--- config.mk ---
export PLATFORM = sky130hd
export DESIGN_NAME = timer_tc
export DESIGN_NICKNAME = d
export VERILOG_FILES = /design/src/rtl/timer_tc.sv
export SDC_FILE = /design/constraint.sdc
export NUM_CORES = 1
export LEC_CHECK = 0
export BUFFER_PORTS_ARGS = -buffer_cell sky130_fd_sc_hd__buf_4
export CORE_MARGIN = 5
export CORE_UTILIZATION = 59
export DETAILED_ROUTE_END_ITERATION = 8
export PLACE_DENSITY = 0.86
export SLEW_MARGIN = 30
export SYNTH_ARGS = -nofsm -noshare
export SYNTH_HDL_FRONTEND = slang
export SYNTH_SLANG_ARGS = --single-unit
--- constraint.sdc ---
create_clock -name clk -period 6.4 [get_ports clk]
set_input_delay 0.96 -clock clk [delete_from_list [all_inputs] [get_ports clk]]
set_output_delay 0.96 -clock clk [all_outputs]
set_load 0.03 [all_outputs]
--- src/rtl/timer_tc.sv ---
// Memory-mapped countdown timer with level interrupt for the P7 data bus.
// Optional prescaler in CTRL[11:8] is built when TIMER_PRESCALE_EN is defined.
module timer_tc #(
  parameter logic [31:0] BASE = 32'h0000_7F00
) (
  input  logic        clk,
  input  logic        reset,
  input  logic [31:0] addr,
  input  logic        we,
  input  logic [31:0] wdata,
  output logic [31:0] rdata,
  output logic        irq
);

  // state | meaning
  // IDLE  | stopped, waiting for EN
  // LOAD  | copy PRESET into COUNT
  // CNT   | decrement COUNT on each tick
  // INT   | expiry seen; reload or stop depending on MODE
  typedef enum logic [1:0] {IDLE, LOAD, CNT, INT} state_e;

  state_e      state_q, state_d;
  logic        en_q, en_d;
  logic [1:0]  mode_q, mode_d;
  logic        im_q, im_d;
  logic [31:0] preset_q, preset_d;
  logic [31:0] count_q, count_d;
  logic        pend_q, pend_d;
  logic        irq_q, irq_d;
  logic        hit;
  logic [1:0]  off;
  logic        tick;
  logic        unused_bits;

`ifdef TIMER_PRESCALE_EN
  logic [3:0]  psc_q, psc_d;
  logic [3:0]  psc_cnt_q, psc_cnt_d;
  assign tick = (psc_cnt_q == psc_q);
`else
  assign tick = 1'b1;
`endif

  assign hit = (addr[31:4] == BASE[31:4]);
  assign off = addr[3:2];
  assign unused_bits = ^{addr[1:0], wdata[31:4]};

  always_comb begin
    rdata = 32'd0;
    if (hit) begin
      case (off)
`ifdef TIMER_PRESCALE_EN
        2'd0: rdata = {20'd0, psc_q, 4'd0, im_q, mode_q, en_q};
`else
        2'd0: rdata = {28'd0, im_q, mode_q, en_q};
`endif
        2'd1: rdata = preset_q;
        2'd2: rdata = count_q;
        default: rdata = 32'd0;
      endcase
    end
  end

  always_comb begin
    state_d  = state_q;
    en_d     = en_q;
    mode_d   = mode_q;
    im_d     = im_q;
    preset_d = preset_q;
    count_d  = count_q;
    pend_d   = pend_q;
    irq_d    = pend_q & im_q;
`ifdef TIMER_PRESCALE_EN
    psc_d     = psc_q;
    psc_cnt_d = psc_cnt_q;
`endif

    case (state_q)
      IDLE: if (en_q) state_d = LOAD;
      LOAD: begin
        count_d = preset_q;
        state_d = CNT;
`ifdef TIMER_PRESCALE_EN
        psc_cnt_d = 4'd0;
`endif
      end
      CNT: begin
        if (!en_q) begin
          state_d = IDLE;
        end else begin
`ifdef TIMER_PRESCALE_EN
          psc_cnt_d = tick ? 4'd0 : psc_cnt_q + 4'd1;
`endif
          if (tick) begin
            if (count_q > 32'd1) begin
              count_d = count_q - 32'd1;
            end else begin
              count_d = 32'd0;
              pend_d  = 1'b1;
              state_d = INT;
            end
          end
        end
      end
      INT: begin
        if (mode_q == 2'b01) begin
          state_d = LOAD;
        end else begin
          en_d    = 1'b0;
          state_d = IDLE;
        end
      end
      default: state_d = IDLE;
    endcase

    // Software writes restart the sequence and win over any FSM update above
    if (we && hit && (off == 2'd0 || off == 2'd1)) begin
      state_d = IDLE;
      pend_d  = 1'b0;
      count_d = count_q;
`ifdef TIMER_PRESCALE_EN
      psc_cnt_d = 4'd0;
`endif
      if (off == 2'd0) begin
        en_d   = wdata[0];
        mode_d = wdata[2:1];
        im_d   = wdata[3];
`ifdef TIMER_PRESCALE_EN
        psc_d  = wdata[11:8];
`endif
      end else begin
        en_d     = en_q;
        preset_d = wdata;
      end
    end
  end

  always_ff @(posedge clk) begin
    if (reset) begin
      state_q  <= IDLE;
      en_q     <= 1'b0;
      mode_q   <= 2'b00;
      im_q     <= 1'b0;
      preset_q <= 32'd0;
      count_q  <= 32'd0;
      pend_q   <= 1'b0;
      irq_q    <= 1'b0;
`ifdef TIMER_PRESCALE_EN
      psc_q     <= 4'd0;
      psc_cnt_q <= 4'd0;
`endif
    end else begin
      state_q  <= state_d;
      en_q     <= en_d;
      mode_q   <= mode_d;
      im_q     <= im_d;
      preset_q <= preset_d;
      count_q  <= count_d;
      pend_q   <= pend_d;
      irq_q    <= irq_d;
`ifdef TIMER_PRESCALE_EN
      psc_q     <= psc_d;
      psc_cnt_q <= psc_cnt_d;
`endif
    end
  end

  assign irq = irq_q;

endmodule

After elaboration in Yosys (flattened, before gate mapping)
Index checks and enable logic that the tools add are counted.
- bits in registers: 72
- bits of input ports: 67
- output and inout port bits: 33
- add/sub/neg operators: 1
- order comparisons: 1
- equality and inequality tests: 12
- multiplexer cells: 14
- bitwise gates (word level): 4
- reductions and logical operators: 14
- operators by type and width (cell ; number):
    2-to-1 mux 32 bit ; 3
    one-hot mux 32 bit (3 select lines) ; 1
    one-hot mux 32 bit (2 select lines) ; 1
    > comparator 32 x 1 -> 1 bit (second input constant) ; 1
    subtractor 32 x 1 -> 32 bit (second input constant) ; 1
    == test 28 x 11 -> 1 bit (second input constant) ; 1
    AND reduction 3 bit ; 3
    one-hot mux 2 bit (4 select lines) ; 1
    == test 2 x 1 -> 1 bit (second input constant) ; 3
    == test 2 bit (second input constant) ; 3
    2-to-1 mux 2 bit ; 3
    inequality test 2 bit (second input constant) ; 3
    AND reduction 2 bit ; 3
    2-to-1 mux 1 bit ; 5
    logical NOT 2 bit ; 2
    nonzero test 2 bit ; 2
    inequality test 3 bit (second input constant) ; 1
    NOT 1 bit ; 3
    logical AND 1 bit ; 2
    inequality test 2 x 1 -> 1 bit (second input constant) ; 1
    OR reduction 2 bit ; 1
    bitwise AND 1 bit ; 1
    logical OR 1 bit ; 1

Depth between registers and ports, before layout
- word-level depth: 5
- mapped depth: 9
- gate-level depth less buffers: 8

Worst setup path after synthesis
Ideal clock, no wire load.
- path kind: input to output
- start: input port addr[27]
- end: output port rdata[10]
- data arrival time: 2609 ps
- data required time: 5440 ps
- slack: 2831 ps
- stages: 5
- cells stage by stage: or4_1 or3_1 buf_6 clkbuf_1 nor2_1
- word-level cells in the longest chain between the ends: 2
- ends and longest elaborated chain (element ; line ; text):
    start, declared ; 8 ; input logic [31:0] addr,
    == test 28 x 11 -> 1 bit ; 43 ; assign hit = (addr[31:4] == BASE[31:4]);
    2-to-1 mux 32 bit ; 49 ; if (hit) begin
    end, declared ; 11 ; output logic [31:0] rdata,
No other way between the ends.

Worst setup path in the final report
- start: input port addr[5]
- end: output port rdata[6]
Same word-level chain as after synthesis.

==> flow_summary.ini <==
[layout]
drive_above_1_share = 0.2385
fillers = 594
area_growth_pct = 22.03
insertedDiodeCount = 0
final_area_um2 = 5211
fin_util = 0.7302
nNetsFinal = 722

[sta]
fin_ws_ns = 2.423
hold_viol = 0
slew_headroom = 0.4292
tns_ns = 0
drv_slew = 0
rsz0062_at_grt = no
min_period_ns = 3.977
max_freq_ghz = 0.2515
fin_crit_sh = 0.6214
worst_pin_slew_ns = 0.8563
setup-violations-final = 0
fin_skew_ns = 0.009036

[yosys]
synth-seq-cells = 72
ys_warn_count = 0
netlist_area_um2 = 4270
synth_edf_count = 0
synthCells = 575
syn_nets = 648
ys_seq_area_frac = 0.3375
postSynthAreaPerCell_um2 = 7.427
ys_types = 55
synth_top_flop_cell = dfxtp_1
async_reset_ff_frac = 0

[routing]
firstDrtPassIters = 7
ant_nets = 0
wire_per_inst_um = 17.46
finalWirelength_um = 13140
routed_via_density = 6.284
first_iter_violations = 448
route.vias.total = 4732
drc = 0

[floorplanning]
die_x_um = 95.08
ios = 100
rows = 31
core-area_um2 = 7137
start_util = 0.5984
die_height_um = 95.08
dieArea_um2 = 9039

[min_path]
min_to = irq
worstHoldStart = pend_q
worstHoldPathType = register to register
holdPathStages = 2

[grt]
grt_pass1_vias = 4590
grt_usage = 0.2993
grt_start_max_net_pins = 75
grt-ovfl-total = 0
grt_pass1_wl_um = 21810
grt_antenna_before_repair = 0

[clocking]
post_cts_buffers = 0
cts_made_buffers = 9
cts_root_buf = clkbuf_8
holdBufCountCts = 0
clk_pin_slew_ns = 0.07
cts_num_sinks = 72
cts_resized = 0
htreeDepth = 3
cts_tree = yes
insertion_delay_ns = 0.36
clockBufferDepth = 2

[critical_path]
worstReg2RegStart = count_q[0]
cp_max_fo = 21
r2r_slack_ns = 3.46
crit_type = input pin to output port
worst-endpoint-arrival_ns = 3.02
worstSetupEndpointType = output port
crit_start = addr[5]
setup.worst_path.start_class = input pin
rr_endpoint = count_q[22]
r2r_cells = 9
cp.required_ns = 5.44

[place]
dp_slack_ns = 2.430
port_buffers = 97
dp_hpwl_um = 8830
post_dp_cell_area_um2 = 5010
gp_congestion = 0.9297

[pwr]
p_per_area_nw_per_um2 = 199.1
leakage_nw = 1.872
peakVddDrop_mv = 0.1345

[outcome]
status = finished, final reports clean

[job]
max_cap_viol_count = 0
## cells by family after synthesis
kind of cell	after synthesis	synth area share
and+or+nand+nor	244	0.2816
muxes	8	0.01875
adders and majority gates	6	0.01758
xor gates and xnor gates	1	0.002051
buffers and inverters	63	0.06621
DFF	72	0.3375
AOI/OAI and AO/OA	181	0.2763
## cell usage after synthesis (all sizes together) (5+ instances only)
| cell | count | share of area |
|---|---|---|
| a211oi | 6 | 0.011 |
| mux2i | 8 | 0.019 |
| nand2b | 5 | 0.0073 |
| nor4 | 15 | 0.023 |
| inv | 21 | 0.018 |
| nand3 | 12 | 0.014 |
| nor3 | 18 | 0.028 |
| nor2b | 13 | 0.019 |
| o32ai | 10 | 0.021 |
| or3 | 5 | 0.0073 |
| o21ai | 27 | 0.032 |
| nand2 | 84 | 0.080 |
| nor2 | 68 | 0.060 |
| dfxtp | 72 | 0.34 |
| ha | 6 | 0.018 |
| clkbuf | 28 | 0.025 |
| a22oi | 33 | 0.058 |
| a21oi | 74 | 0.096 |
| buf | 14 | 0.023 |
## worst max-delay path, cell delays in order
cell and delay, ns:
buf_4 0.11, nor4b_1 0.30, nand4_1 0.26, or3_1 0.71
buf_4 0.34, nor2_1 0.16, buf_4 0.18
## placed cells by master, fill, tap and decap left out, types with 6 or more instances in the layout
master,instances
inv_1,20
a21oi_1,64
nor2_1,66
ha_1,6
nand3_1,12
nor2b_1,12
dfxtp_1,72
nand2_2,10
clkbuf_8,11
a211oi_1,6
a22oi_1,33
nor4_1,14
nand2_1,74
nor3_1,13
a21oi_2,10
o21ai_0,27
buf_4,104
mux2i_1,8
o32ai_1,10
## per-layer routing
| metal | up-vias | part of all wire | track usage |
|---|---|---|---|
| met5 | - | 0 | 0 |
| met4 | 0 | 0.028 | 0.1346 |
| met3 | 44 | 0.095 | 0.07024 |
| met2 | 294 | 0.48 | 0.4950 |
| met1 | 2181 | 0.39 | 0.3690 |
| li1 | 2213 | - | - |
## per-stage QoR
step	hold WS, ns	std cells	power (mW)
global route	0.4704	753	1.073
global placement	0.4227	736	0.6608
floorplan	0.4091	575	0.5975
CTS	0.4437	753	1.034
detailed placement	0.4305	737	0.6692
finish	0.4390	753	1.038
## state kept, by name (all words and copies together) (netlist names)
| name | count |
|---|---|
| im_q | 1 |
| pend_q | 1 |
| en_q | 1 |
| count_q | 32 |
| mode_q | 2 |
| irq | 1 |
| state_q | 2 |
| preset_q | 32 |
## how the worst max path moves through the flow
stage	to	slack, ns	cells after the start
2_1_floorplan	rdata[10]	2.83	5
3_3_place_gp	rdata[6]	2.45	7
3_5_place_dp	rdata[6]	2.43	7
4_1_cts	rdata[6]	2.43	7
5_1_grt	rdata[18]	2.27	7
6_report	rdata[6]	2.42	7
## final cells by class
cell class                      instances  area, µm²  share of cell area
Clock inverter                          3      40.04            0.007683
Clock buffer                           13      158.9             0.03049
Timing Repair Buffer                  105      792.0              0.1520
Sequential cell                        72       1441              0.2766
Tap cell                               99      123.9             0.02377
Inverter                               21      78.83             0.01513
Multi-Input combinational cell        440       2576              0.4944
## where the power goes
group          switching (mW)  internal (mW)
sequential            0.00684          0.453
combinational           0.130         0.0791
clock                   0.169          0.200
No activity file was read; power rests on OpenSTA's default activity.
